$ cat src/rtl/tx_burst_ctrl_if.sv
// Bus bundle for tx_burst_ctrl: control inputs, upstream I/Q samples,
// and the gated sample pair / status outputs toward the downstream gate.
interface tx_burst_ctrl_if #(
  parameter int DATA_W = 16,
  parameter int CNT_W  = 16
);
  logic              en;
  logic              start;
  logic [CNT_W-1:0]  on_len;
  logic [CNT_W-1:0]  off_len;
  logic [7:0]        burst_num;
  logic              sample_en;
  logic [DATA_W-1:0] in_i;
  logic [DATA_W-1:0] in_q;
  logic [DATA_W-1:0] out_i;
  logic [DATA_W-1:0] out_q;
  logic              mode;
  logic              busy;
  logic              done;

  // Driver side (controller / testbench)
  modport master (
    output en, start, on_len, off_len, burst_num, sample_en, in_i, in_q,
    input  out_i, out_q, mode, busy, done
  );

  // Burst controller side
  modport slave (
    input  en, start, on_len, off_len, burst_num, sample_en, in_i, in_q,
    output out_i, out_q, mode, busy, done
  );
endinterface

$ cat src/rtl/tx_burst_ctrl.sv
// TX burst controller: after a start request, spends GUARD_LEN sample
// strobes in GUARD, then alternates ON (on_len strobes) and OFF (off_len
// strobes) for burst_num bursts (0 = forever). mode gates the registered
// I/Q pair and is aligned with the sample it qualifies.
module tx_burst_ctrl #(
  parameter int DATA_W    = 16,
  parameter int CNT_W     = 16,
  parameter int GUARD_LEN = 4
) (
  input  logic            clk,
  input  logic            rst_n,
  tx_burst_ctrl_if.slave  bus
);

  typedef enum logic [1:0] {
    ST_IDLE  = 2'd0,
    ST_GUARD = 2'd1,
    ST_ON    = 2'd2,
    ST_OFF   = 2'd3
  } state_t;

  // Last counter value of the guard interval (unused when GUARD_LEN is 0)
  localparam logic [CNT_W-1:0] GUARD_LAST =
    CNT_W'((GUARD_LEN > 0) ? (GUARD_LEN - 1) : 0);
  localparam bit GUARD_SKIP = (GUARD_LEN == 0);

  state_t            r_state;
  state_t            w_next;
  logic [CNT_W-1:0]  r_cnt;
  logic [CNT_W-1:0]  r_on_len;
  logic [CNT_W-1:0]  r_off_len;
  logic [7:0]        r_burst;
  logic [7:0]        r_burst_num;
  logic [DATA_W-1:0] r_out_i;
  logic [DATA_W-1:0] r_out_q;
  logic              r_mode;
  logic              r_busy;
  logic              r_done;

  logic [CNT_W-1:0]  w_cnt_inc;
  logic [7:0]        w_burst_inc;
  logic              w_accept;
  logic              w_guard_hit;
  logic              w_on_hit;
  logic              w_off_hit;
  logic              w_last_burst;
  logic              w_load;
  logic              w_reenter;
  logic              w_seq_done;
  logic              w_on_exit;
  logic              w_entry;

  assign w_cnt_inc    = r_cnt + {{(CNT_W-1){1'b0}}, 1'b1};
  assign w_burst_inc  = r_burst + 8'd1;
  assign w_accept     = bus.en && bus.start && (bus.on_len != {CNT_W{1'b0}});
  // A phase ends on the strobe that completes its length; that strobe
  // belongs to the ending phase, so the next phase starts counting at 0.
  assign w_guard_hit  = GUARD_SKIP ? 1'b1 : (bus.sample_en && (r_cnt == GUARD_LAST));
  assign w_on_hit     = bus.sample_en && (w_cnt_inc == r_on_len);
  assign w_off_hit    = bus.sample_en && (w_cnt_inc == r_off_len);
  assign w_last_burst = (r_burst_num != 8'd0) && (w_burst_inc == r_burst_num);

  // Next-state and transition qualifiers; en low overrides everything
  always_comb begin
    w_next     = r_state;
    w_load     = 1'b0;
    w_reenter  = 1'b0;
    w_seq_done = 1'b0;
    w_on_exit  = 1'b0;
    if (!bus.en) begin
      w_next = ST_IDLE;
    end else begin
      case (r_state)
        ST_IDLE: begin
          if (w_accept) begin
            w_next = ST_GUARD;
            w_load = 1'b1;
          end else begin
            w_next = ST_IDLE;
          end
        end
        ST_GUARD: begin
          if (w_guard_hit) begin
            w_next = ST_ON;
          end else begin
            w_next = ST_GUARD;
          end
        end
        ST_ON: begin
          if (w_on_hit) begin
            w_on_exit = 1'b1;
            if (w_last_burst) begin
              w_next     = ST_IDLE;
              w_seq_done = 1'b1;
            end else if (r_off_len == {CNT_W{1'b0}}) begin
              w_next    = ST_ON;
              w_reenter = 1'b1;
            end else begin
              w_next = ST_OFF;
            end
          end else begin
            w_next = ST_ON;
          end
        end
        ST_OFF: begin
          if (w_off_hit) begin
            w_next = ST_ON;
          end else begin
            w_next = ST_OFF;
          end
        end
        default: begin
          w_next = ST_IDLE;
        end
      endcase
    end
  end

  assign w_entry = (w_next != r_state) || w_reenter;

  // State register
  always_ff @(posedge clk or negedge rst_n) begin
    if (!rst_n) begin
      r_state <= ST_IDLE;
    end else begin
      r_state <= w_next;
    end
  end

  // Phase length counter: cleared on every state entry and while idle,
  // otherwise advances only on sample strobes
  always_ff @(posedge clk or negedge rst_n) begin
    if (!rst_n) begin
      r_cnt <= {CNT_W{1'b0}};
    end else if (w_entry || (w_next == ST_IDLE)) begin
      r_cnt <= {CNT_W{1'b0}};
    end else if (bus.sample_en) begin
      r_cnt <= w_cnt_inc;
    end else begin
      r_cnt <= r_cnt;
    end
  end

  // Burst counter: restarts with each sequence, wraps freely in continuous mode
  always_ff @(posedge clk or negedge rst_n) begin
    if (!rst_n) begin
      r_burst <= 8'd0;
    end else if (w_load) begin
      r_burst <= 8'd0;
    end else if (w_on_exit) begin
      r_burst <= w_burst_inc;
    end else begin
      r_burst <= r_burst;
    end
  end

  // Sequence parameters captured at acceptance so mid-sequence input changes are ignored
  always_ff @(posedge clk or negedge rst_n) begin
    if (!rst_n) begin
      r_on_len    <= {CNT_W{1'b0}};
      r_off_len   <= {CNT_W{1'b0}};
      r_burst_num <= 8'd0;
    end else if (w_load) begin
      r_on_len    <= bus.on_len;
      r_off_len   <= bus.off_len;
      r_burst_num <= bus.burst_num;
    end else begin
      r_on_len    <= r_on_len;
      r_off_len   <= r_off_len;
      r_burst_num <= r_burst_num;
    end
  end

  // Sample pipeline: one cycle of latency regardless of state
  always_ff @(posedge clk or negedge rst_n) begin
    if (!rst_n) begin
      r_out_i <= {DATA_W{1'b0}};
      r_out_q <= {DATA_W{1'b0}};
    end else begin
      r_out_i <= bus.in_i;
      r_out_q <= bus.in_q;
    end
  end

  // Status outputs registered from next state so mode lines up with the sample it gates
  always_ff @(posedge clk or negedge rst_n) begin
    if (!rst_n) begin
      r_mode <= 1'b0;
      r_busy <= 1'b0;
      r_done <= 1'b0;
    end else begin
      r_mode <= (w_next == ST_ON);
      r_busy <= (w_next != ST_IDLE);
      r_done <= w_seq_done;
    end
  end

  assign bus.out_i = r_out_i;
  assign bus.out_q = r_out_q;
  assign bus.mode  = r_mode;
  assign bus.busy  = r_busy;
  assign bus.done  = r_done;

endmodule

$ cat src/flat_wrapper.sv
// flat-port wrapper written by rule: the top's interface ports become plain ports
module tx_burst_ctrl_flat 
#(
  parameter int DATA_W    = 16,
  parameter int CNT_W     = 16,
  parameter int GUARD_LEN = 4
)
  (clk, rst_n, bus_en, bus_start, bus_on_len, bus_off_len, bus_burst_num, bus_sample_en, bus_in_i, bus_in_q, bus_out_i, bus_out_q, bus_mode, bus_busy, bus_done);
  tx_burst_ctrl_if #(.DATA_W(DATA_W), .CNT_W(CNT_W)) bus_i ();
  input  logic clk;
  input  logic rst_n;
  input wire logic [$bits(bus_i.en)-1:0] bus_en;
  input wire logic [$bits(bus_i.start)-1:0] bus_start;
  input wire logic [$bits(bus_i.on_len)-1:0] bus_on_len;
  input wire logic [$bits(bus_i.off_len)-1:0] bus_off_len;
  input wire logic [$bits(bus_i.burst_num)-1:0] bus_burst_num;
  input wire logic [$bits(bus_i.sample_en)-1:0] bus_sample_en;
  input wire logic [$bits(bus_i.in_i)-1:0] bus_in_i;
  input wire logic [$bits(bus_i.in_q)-1:0] bus_in_q;
  output wire logic [$bits(bus_i.out_i)-1:0] bus_out_i;
  output wire logic [$bits(bus_i.out_q)-1:0] bus_out_q;
  output wire logic [$bits(bus_i.mode)-1:0] bus_mode;
  output wire logic [$bits(bus_i.busy)-1:0] bus_busy;
  output wire logic [$bits(bus_i.done)-1:0] bus_done;
  assign bus_i.en = bus_en;
  assign bus_i.start = bus_start;
  assign bus_i.on_len = bus_on_len;
  assign bus_i.off_len = bus_off_len;
  assign bus_i.burst_num = bus_burst_num;
  assign bus_i.sample_en = bus_sample_en;
  assign bus_i.in_i = bus_in_i;
  assign bus_i.in_q = bus_in_q;
  assign bus_out_i = bus_i.out_i;
  assign bus_out_q = bus_i.out_q;
  assign bus_mode = bus_i.mode;
  assign bus_busy = bus_i.busy;
  assign bus_done = bus_i.done;
  tx_burst_ctrl #(.DATA_W(DATA_W), .CNT_W(CNT_W), .GUARD_LEN(GUARD_LEN)) u_core (.clk(clk), .rst_n(rst_n), .bus(bus_i));
endmodule
$ cat config.mk
export PLATFORM = sky130hd
export DESIGN_NAME = tx_burst_ctrl_flat
export DESIGN_NICKNAME = d
export VERILOG_FILES = /design/src/rtl/tx_burst_ctrl_if.sv /design/src/rtl/tx_burst_ctrl.sv /design/src/flat_wrapper.sv
export SDC_FILE = /design/constraint.sdc
export NUM_CORES = 1
export LEC_CHECK = 0
export BUFFER_PORTS_ARGS = -buffer_cell sky130_fd_sc_hd__buf_2
export CORE_ASPECT_RATIO = 1.2
export CORE_UTILIZATION = 45
export CTS_CLUSTER_SIZE = 30
export DETAILED_ROUTE_END_ITERATION = 12
export PLACE_DENSITY = 0.8
export SLEW_MARGIN = 5
export SYNTH_ARGS = -nofsm -noshare
export SYNTH_HDL_FRONTEND = slang
export SYNTH_SLANG_ARGS = --single-unit
$ cat constraint.sdc
create_clock -name clk -period 3.25 [get_ports clk]
set_input_delay 0.1625 -clock clk [delete_from_list [all_inputs] [get_ports clk]]
set_output_delay 0.1625 -clock clk [all_outputs]
set_load 0.005 [all_outputs]
* Word-level counts from Yosys, hierarchy flattened
Index checks and enable logic that the tools add are counted.
W data, S select, Z words.
** Storage, ports and cells
- Memories :: 0
- Input bits :: 77
- RAM bits :: 0
- Logic and storage cells :: 65
- Bits in read-only memories :: 0
- Register bits after elaboration :: 101
- Latch bits :: 0
** Operators by class
- $lt $le $gt $ge :: 0
- Shifts and indexed selects :: 0
- Multipliers :: 0
- Add/subtract/negate cells :: 2
- Equality and inequality tests :: 9
- Reduce and logical (&&, ||, !) cells :: 16
- Muxes and demuxes :: 27
- Div/mod/pow operators :: 0
- Bitwise gates (word level) :: 0
** Operators with widths (count)
- $eq A16 B16 Y1 :: 2
- $mux W16 :: 2
- $mux W1 :: 18
- $add A16 B1 Y16 const B :: 1
- $eq A16 B2 Y1 const B :: 1
- $logic_not A16 Y1 :: 1
- $mux W8 :: 2
- $reduce_bool A16 Y1 :: 1
- $add A8 B1 Y8 const B :: 1
- $eq A8 B8 Y1 :: 1
- $mux W2 :: 4
- $pmux W2 S4 :: 1
- $reduce_bool A8 Y1 :: 1
- $eq A2 B2 Y1 const B :: 3
- $logic_and A1 B1 Y1 :: 6
- $reduce_bool A2 Y1 :: 3
- $logic_not A2 Y1 :: 2
- $eq A2 B1 Y1 const B :: 1
- $logic_or A1 B1 Y1 :: 2
- $ne A2 B2 Y1 :: 1

* Longest topological paths before layout
Gate-level depths: netlist of run 1.
- Depth in word-level cells :: 11
- Depth in mapped cells :: 11
- Gate-level depth less buffers :: 10

* Worst setup path after synthesis of run 1
OpenSTA, ideal clock, no wires.
- Path kind :: reg-to-reg
- Start :: reg u_core.r_cnt[0]
- End :: reg u_core.r_cnt[11]
- Period minus slack after synthesis :: 2.861 ns
- Arrival time :: 2.738 ns
- Library setup time :: 0.123 ns
- Data required time :: 3.127 ns
- Cell stages (with the launch flop) :: 11
- Path slack :: 0.389 ns
- Cell sequence :: dfrtp_1 -> ha_1 -> xor2_1 -> a2111oi_2 -> o211ai_1 -> nor4_2 -> or4b_4 -> nor4_4 -> o31a_4 -> buf_12 -> nor2_4
** On the way
- Word-level cells in the longest chain between the ends :: 10
** RTL lines
- from (decl) :: RTL line tx_burst_ctrl.sv:29 : logic [CNT_W-1:0] r_cnt;
- from (signal assigned) :: RTL line tx_burst_ctrl.sv:134 : r_cnt <= {CNT_W{1'b0}};
- from (signal assigned) :: RTL line tx_burst_ctrl.sv:136 : r_cnt <= {CNT_W{1'b0}};
- from (signal assigned) :: RTL line tx_burst_ctrl.sv:138 : r_cnt <= w_cnt_inc;
- $add A16 B1 Y16 :: RTL line tx_burst_ctrl.sv:53 : assign w_cnt_inc = r_cnt + {{(CNT_W-1){1'b0}}, 1'b1};
- $eq A16 B16 Y1, on equally long branches :: RTL line tx_burst_ctrl.sv:60, tx_burst_ctrl.sv:59
- $logic_and A1 B1 Y1, on equally long branches :: RTL line tx_burst_ctrl.sv:60, tx_burst_ctrl.sv:59
- $mux W1 / $mux W2 (equally long branches) :: RTL line tx_burst_ctrl.sv:106, tx_burst_ctrl.sv:90
- $pmux W2 S4 :: RTL line tx_burst_ctrl.sv:73 : case (r_state)
- $mux W2 :: RTL line tx_burst_ctrl.sv:70 : if (!bus.en) begin
- $ne A2 B2 Y1 :: RTL line tx_burst_ctrl.sv:119 : assign w_entry = (w_next != r_state) || w_reenter;
- $logic_or A1 B1 Y1 :: RTL line tx_burst_ctrl.sv:119
- $logic_or A1 B1 Y1 :: RTL line tx_burst_ctrl.sv:135 : end else if (w_entry || (w_next == ST_IDLE)) begin
- $mux W16 / $reduce_bool A2 Y1 (equally long branches)
Several ways; a longest one is shown, not always the timed one. The select of a mux whose other input is x is not followed.
A chain may end at the register's enable or synchronous reset.

* Worst setup path in the final report of run 1
- Start :: reg u_core.r_cnt[0]
- End :: reg u_core.r_mode, in the netlist u_core.bus.mode
** On the way
- Word-level cells in the longest chain between the ends :: 7
** RTL lines
- $add A16 B1 Y16 :: RTL line tx_burst_ctrl.sv:53
- $eq A16 B16 Y1, on equally long branches :: RTL line tx_burst_ctrl.sv:60, tx_burst_ctrl.sv:59
- $logic_and A1 B1 Y1, on equally long branches :: RTL line tx_burst_ctrl.sv:60, tx_burst_ctrl.sv:59
- $mux W1 / $mux W2 (equally long branches) :: RTL line tx_burst_ctrl.sv:106, tx_burst_ctrl.sv:90
- $pmux W2 S4 * :: RTL line tx_burst_ctrl.sv:73
- $mux W2 * :: RTL line tx_burst_ctrl.sv:70
- $eq A2 B2 Y1 * :: RTL line tx_burst_ctrl.sv:192 : r_mode <= (w_next == ST_ON);
- to (signal assigned) :: RTL line tx_burst_ctrl.sv:192
- to (decl) :: RTL line tx_burst_ctrl.sv:36 : logic r_mode;
Mark *: on every way between the ends. The rest lies on a longest branch, timed or not.

==> run_results.csv, run 1 <==
group,metric,value,unit
yosys,synth_area,5219,um^2
clocking,htreeDepth,3,
clocking,clock_sinks,101,
run,max_cap_viol_count,0,
grt,grt_max_degree,61,
finish,fin_nets,675,
yosys,synth_fp_nets,524,
die,ios,112,
sta,tns,0,ns
worst_hold_path,min-delay-start,"bus_off_len[8]",
sta,worst_pin_slew,0.7700,ns
yosys,synthAdderAreaFrac,0.004795,
finish,multi_input_area,2444,um^2
finish,register_area,2527,um^2
grt,overflow,0,
drt,wl_per_cell,17.89,um
die,start_util,0.4684,
clocking,cts_max_path_buffers,2,
clocking,clk_pin_slew_worst_paths,0.07,ns
die,dieHeight,120.0,um
finish,layout_commonest_cell,"buf_2",
clocking,clock_latency,0.34,ns
finish,antennaDiodeCount,0,
yosys,synthSimpleGateAreaFrac,0.1892,
clocking,numCtsBuffers,9,
yosys,synth_top_family_by_area,"simple AND/OR/NAND/NOR gates",
worst_setup_path,cp_data_required_time,3.48,ns
die,die_w,100.3,um
drt,dr.pass1.iters,4,
worst_setup_path,criticalPathCategory,"flop to flop",
placement,gp_congestion,0.9925,
sta,finalHoldViolations,0,
placement,numPortBuffers,111,
sta,finalSetupViolCount,0,
worst_setup_path,crit_path_end_kind,"flop",
yosys,synth_compound_area_frac,0.07001,
placement,dp_hpwl,9826,um
worst_setup_path,crit_path_max_incr_delay,0.52,ns
yosys,ys.warnings.count,0,
power_and_ir_drop,p_per_area,471.7,nW/um^2
yosys,postSynthAreaPerCell,11.73,um^2
drt,antenna_left,0,
sta,timing.final.crit_period,3.076,ns
yosys,ys_ff_latch,101,
drt,drtIter0Drc,265,
power_and_ir_drop,ir_worst_vdd,0.3781,mV
finish,drive_gt1_frac,0.3595,
drt,remaining_drc_errors,0,
grt,grt_pass1_vias,4285,
sta,fmax,0.3252,GHz
worst_setup_path,rr_startpoint,"u_core.r_cnt[0]",
yosys,ys_seq_area_frac,0.4843,
drt,vias,4040,
power_and_ir_drop,total_leakage_power,2.889,nW
yosys,synth_flop_cell,"dfrtp_1",
worst_setup_path,worstPathMaxFanout,7,
sta,maxSlewViolCount,0,
worst_setup_path,crit_chain,"ha_2 > nand3_2 > o211ai_1 > o2111ai_1 > nor4_2 > or4b_4 > nor4_4 > nand3_1 > o211a_1",
yosys,synth-edff-count,0,
die,dieArea,12030,um^2
finish,synthToLayoutAreaGrowth,25.13,%
grt,grt_usage,0.2392,
clocking,cts-root-buf,"clkbuf_16",
status,status,"finished clean",
worst_setup_path,critPathLaunchType,"flop",
finish,final_cell_mix,"110 x buf_2, 101 x dfrtp_1, 40 x xnor2_1, 40 x mux2_2, 33 x dlygate4sd3_1",
clocking,tritoncts,"done",
yosys,yosysUniqueCellTypes,61,
die,row_count,42,
die,core_area,11140,um^2
yosys,synth_xor_area_frac,0.1041,
yosys,synthMuxAreaShare,0.09974,
sta,layout_worst_path_cycle_share,0.9463,
sta,fin_hold_ws,0.04460,ns
yosys,synthArstFlopShare,1.000,
sta,clock_skew,0.006294,ns
finish,fillers,935,
yosys,postSynthCellCount,445,
worst_hold_path,hold_path_class,"input port to flop",
worst_setup_path,cp-startpoint,"u_core.r_cnt[0]",
power_and_ir_drop,finalPower,3.080,mW
drt,vias_per_cell,5.372,
worst_setup_path,cpMaxStageDelayCell,"or4b_4",
drt,wirelength,13450,um
worst_setup_path,critical_path_arrival,3.31,ns
grt,grt_pass1_wl,21850,um
grt,antenna_found_initial,0,
sta,slew_headroom,0.4867,
finish,finish.utilization,0.5861,
worst max-delay path: cells and delay by family, from the launching register on:
family | cells | cell delay (ns)
compound gates | 3 | 0.62
fa+ha+maj | 1 | 0.31
flops | 1 | 0.48
simple gates | 5 | 1.57
path summary, 6_finish.rpt:
kind	end	cells after the start	slack, ns
min in group asynchronous	u_core.r_cnt[8]	2	0.44
min	u_core.r_off_len[8]	2	0.04
max	u_core.bus.mode	9	0.17
max in group asynchronous	u_core.r_burst[4]	3	2.04
min reg2reg	u_core.r_on_len[12]	1	0.53
max reg2reg	u_core.bus.mode	9	0.17
report_power, final:
part	internal (mW)	switching [mW]
Combinational	0.286	0.226
Clock	0.585	0.446
Sequential	1.39	0.147
per-stage QoR:
stage                     std cells  setup WS, ns  area [um^2]
after floorplan                 445        0.3890         5219
after global placement          706        0.2108         5921
after detailed placement        706       0.06064         5921
after CTS                       752       0.04255         6528
after global routing            752     -0.001052         6530
final                           752        0.1745         6530
timing repair:
item | CTS | global route
endpoints found under the setup margin | 0 | 19
hold endpoints to repair | 90 | 0
hold buffers | 33 | 0
resized for setup | 0 | 1
buffers inserted | 0 | 0
metal layers:
layer / part of all wire / GRT usage / vias to the layer above
met5: 0 / 0 / -
met4: 0.029 / 0.09330 / 0
met3: 0.050 / 0.04718 / 32
met2: 0.53 / 0.4229 / 135
met1: 0.39 / 0.2832 / 1986
li1: - / - / 1887
synth_stat cells (4+ instances only):
cell type / number / area, um^2
dfrtp_1: 101 / 2527
xor2_1: 22 / 192.7
mux2i_1: 7 / 70.07
nand2_1: 23 / 86.33
nand3_1: 15 / 75.07
nor2_1: 26 / 97.59
nor3_1: 8 / 40.04
nand3b_1: 4 / 30.03
nor3b_1: 5 / 37.54
nor4_1: 17 / 106.4
nand2b_1: 5 / 31.28
a21oi_1: 5 / 25.02
nor2_4: 10 / 112.6
buf_1: 4 / 15.01
a211oi_1: 4 / 30.03
nor2b_1: 4 / 25.02
nand4_1: 10 / 62.56
o211ai_1: 6 / 45.04
buf_6: 12 / 135.1
mux2_2: 40 / 450.4
o21ai_0: 7 / 35.03
inv_1: 7 / 26.28
xnor2_1: 40 / 350.3
cells by family (layout without fill, tap and decap cells):
kind of cell	Yosys count	in the layout
xor gates and xnor gates	62	62
DFF	101	101
buffers and inverters	31	184
AOI/OAI and AO/OA	48	48
and+or+nand+nor	154	154
adders and majority gates	2	2
muxes	47	47
sequential cells by signal, indices dropped and copies added, names as in the netlist, 2 cells and up:
register and flops:
u_core.bus.out_i 16, u_core.bus.out_q 16, u_core.r_burst 8, u_core.r_burst_num 8, u_core.r_cnt 16, u_core.r_off_len 16, u_core.r_on_len 16, u_core.r_state 2
layout make-up:
cell class | instances | area share
clock buffer | 9 | 0.03449
tap | 154 | 0.02951
multi-input combinational | 313 | 0.3742
sequential | 101 | 0.3870
inverter | 7 | 0.004024
timing repair buffer | 164 | 0.1629
clock inverter | 4 | 0.007856
Power figures use the tool's default switching activity.
==> run 2, diff against run 1 <==
--- a/config.mk
+++ b/config.mk
@@ -10,7 +10,7 @@
 export CORE_UTILIZATION = 45
 export CTS_CLUSTER_SIZE = 30
 export DETAILED_ROUTE_END_ITERATION = 12
-export PLACE_DENSITY = 0.8
+export PLACE_DENSITY_LB_ADDON = 0.15
 export SLEW_MARGIN = 5
 export SYNTH_ARGS = -nofsm -noshare
 export SYNTH_HDL_FRONTEND = slang
==> run 2 against run 1 <==
Clock skew about the same. Fmax increased by 0.71%. Clock-buffer cell count increased by 1. Core utilization increased by 0.72 points. Die area unchanged. Worst hold slack got worse by 0.016 ns. Cell area increased by 1.2%. Worst setup slack improved by 0.022 ns. First-iteration DRC count decreased by 44%. Total power increased by 3.2%. Critical endpoint is now u_core.r_cnt[0].
==> run_results.csv, run 2 (synthesized netlist as in run 1, its figures left out) <==
group,metric,value,unit
status,status,"finished clean",
drt,vias_per_cell,5.328,
worst_setup_path,r2r_cells,10,
grt,grt_pass1_vias,4287,
worst_setup_path,rr_startpoint,"u_core.r_cnt[0]",
clocking,cts_max_path_buffers,2,
drt,wirelength,13310,um
power_and_ir_drop,total_leakage_power,2.934,nW
grt,grt_pass1_wl,21430,um
drt,antenna_left,0,
sta,finalSetupViolCount,0,
worst_setup_path,r2r-end,"u_core.r_cnt[0]",
worst_setup_path,cp-startpoint,"u_core.r_cnt[0]",
worst_setup_path,rrSetupSlack,0.20,ns
sta,worst_pin_slew,0.7883,ns
drt,drtIter0Drc,149,
worst_setup_path,criticalPathCategory,"flop to flop",
clocking,htreeDepth,3,
run,max_cap_viol_count,0,
clocking,clk_pin_slew_worst_paths,0.07,ns
clocking,cts-root-buf,"clkbuf_16",
placement,gp_congestion,0.9320,
sta,layout_worst_path_cycle_share,0.9396,
drt,remaining_drc_errors,0,
finish,layout_commonest_cell,"buf_2",
sta,rsz0062_at_grt,"no",
placement,placed_area,5958,um^2
clocking,clock_latency,0.36,ns
clocking,numCtsBuffers,9,
finish,fin_nets,680,
finish,final_cell_mix,"110 x buf_2, 100 x dfrtp_1, 40 x xnor2_1, 40 x mux2_2, 33 x dlygate4sd3_1",
die,row_count,42,
die,dieArea,12030,um^2
grt,grt_usage,0.2389,
sta,clock_skew,0.006760,ns
placement,numPortBuffers,111,
worst_hold_path,hold_path_class,"input port to flop",
power_and_ir_drop,p_per_area,480.7,nW/um^2
grt,antenna_found_initial,0,
finish,drive_gt1_frac,0.3696,
sta,slew_headroom,0.4745,
sta,maxSlewViolCount,0,
finish,antennaDiodeCount,0,
finish,design_area,6610,um^2
worst_setup_path,critPathLaunchType,"flop",
clocking,clock_sinks,101,
drt,wl_per_cell,17.51,um
die,start_util,0.4684,
grt,overflow,0,
die,core_area,11140,um^2
sta,tns,0,ns
grt,grt_max_degree,63,
die,ios,112,
sta,timing.final.crit_period,3.054,ns
worst_hold_path,worstHoldPathCells,2,
worst_setup_path,cp_data_required_time,3.49,ns
worst_setup_path,worstPathMaxFanout,9,
worst_hold_path,hold_end,"u_core.r_burst_num[2]",
power_and_ir_drop,finalPower,3.177,mW
worst_setup_path,crit_path_end_kind,"flop",
finish,synthToLayoutAreaGrowth,26.66,%
placement,dp_hpwl,9861,um
drt,vias,4049,
sta,finalHoldViolations,0,
worst_setup_path,critical_path_arrival,3.30,ns
power_and_ir_drop,ir_worst_vdd,0.3671,mV
die,die_w,100.3,um
drt,dr.pass1.iters,4,
placement,post-place-ws,0.09942,ns
sta,fmax,0.3275,GHz
die,dieHeight,120.0,um
worst_hold_path,min-delay-start,"bus_burst_num[2]",
clocking,tritoncts,"done",
sta,layout_setup_ws,0.1961,ns
[run 2: cell count changes in the layout (fill, tap and decap cells not counted)]
cell	previous run	this run
dfrtp_1	101	100
inv_6	1	0
dfrtp_2	0	1
clkinv_4	0	3
buf_4	19	24
clkinvlp_4	1	0
inv_8	0	2
clkbuf_8	0	1
clkinv_2	1	0
[run 2: timing repair]
| item | 4_1_cts | 5_1_grt |
|---|---|---|
| hold endpoints to repair | 92 | 0 |
| setup endpoints to repair | 0 | 17 |
| setup buffers | 0 | 0 |
| resized for setup | 0 | 2 |
| hold buffers | 33 | 0 |
[run 2: how the worst max path moves through the flow]
stage	endpoint	slack [ns]	cells after the start
after detailed placement	u_core.r_cnt[0]	0.1	9
final	u_core.r_cnt[0]	0.20	10
after global placement	u_core.r_cnt[15]	0.17	9
after floorplan	u_core.r_cnt[11]	0.39	10
after global routing	u_core.r_cnt[4]	0.04	10
after CTS	u_core.r_cnt[0]	0.06	9
[run 2: metal layers]
| metal | global-route usage | up-vias | wire, um |
|---|---|---|---|
| met5 | 0 | - | 0 |
| met4 | 0.1504 | 0 | 664 |
| met3 | 0.05649 | 45 | 656 |
| met2 | 0.4131 | 133 | 6912 |
| met1 | 0.2607 | 1977 | 5074 |
| li1 | - | 1894 | - |
[run 2: cell type report]
| type | count | area (um^2) |
|---|---|---|
| repair buffers | 169 | 1101 |
| clock buffers | 10 | 239.0 |
| flip-flops and latches | 101 | 2529 |
| multi-input cells | 313 | 2444 |
| fillers | 967 | 4531 |
| clock inverters | 6 | 78.83 |
| inverters | 7 | 26.28 |
| well taps | 154 | 192.7 |
[run 2: metrics by stage]
stage / hold slack [ns] / std cells / utilization
3_5_place_dp: 0.2718 / 711 / 0.5348
3_3_place_gp: 0.2703 / 711 / 0.5348
2_1_floorplan: -0.1331 / 445 / -
4_1_cts: 0.02166 / 760 / 0.5930
6_report: 0.02830 / 760 / 0.5933
5_1_grt: 0.01945 / 760 / 0.5933
[run 2: critical path: stages, from the launching register on]
cell       delay [ns]
dfrtp_1          0.48
ha_2             0.34
xor2_1           0.18
a2111oi_2        0.22
o211ai_1         0.15
nor4_2           0.35
or4b_4           0.52
nor4_4           0.30
o31a_4           0.21
buf_12           0.14
nor2_1           0.06
[run 2: report_power, final]
group	leakage (nW)	internal (mW)	switching [mW]	total [mW]
Sequential	1.24	1.39	0.133	1.52
Combinational	1.53	0.291	0.224	0.515
Clock	0.157	0.633	0.508	1.14
Total	2.93	2.31	0.865	3.18
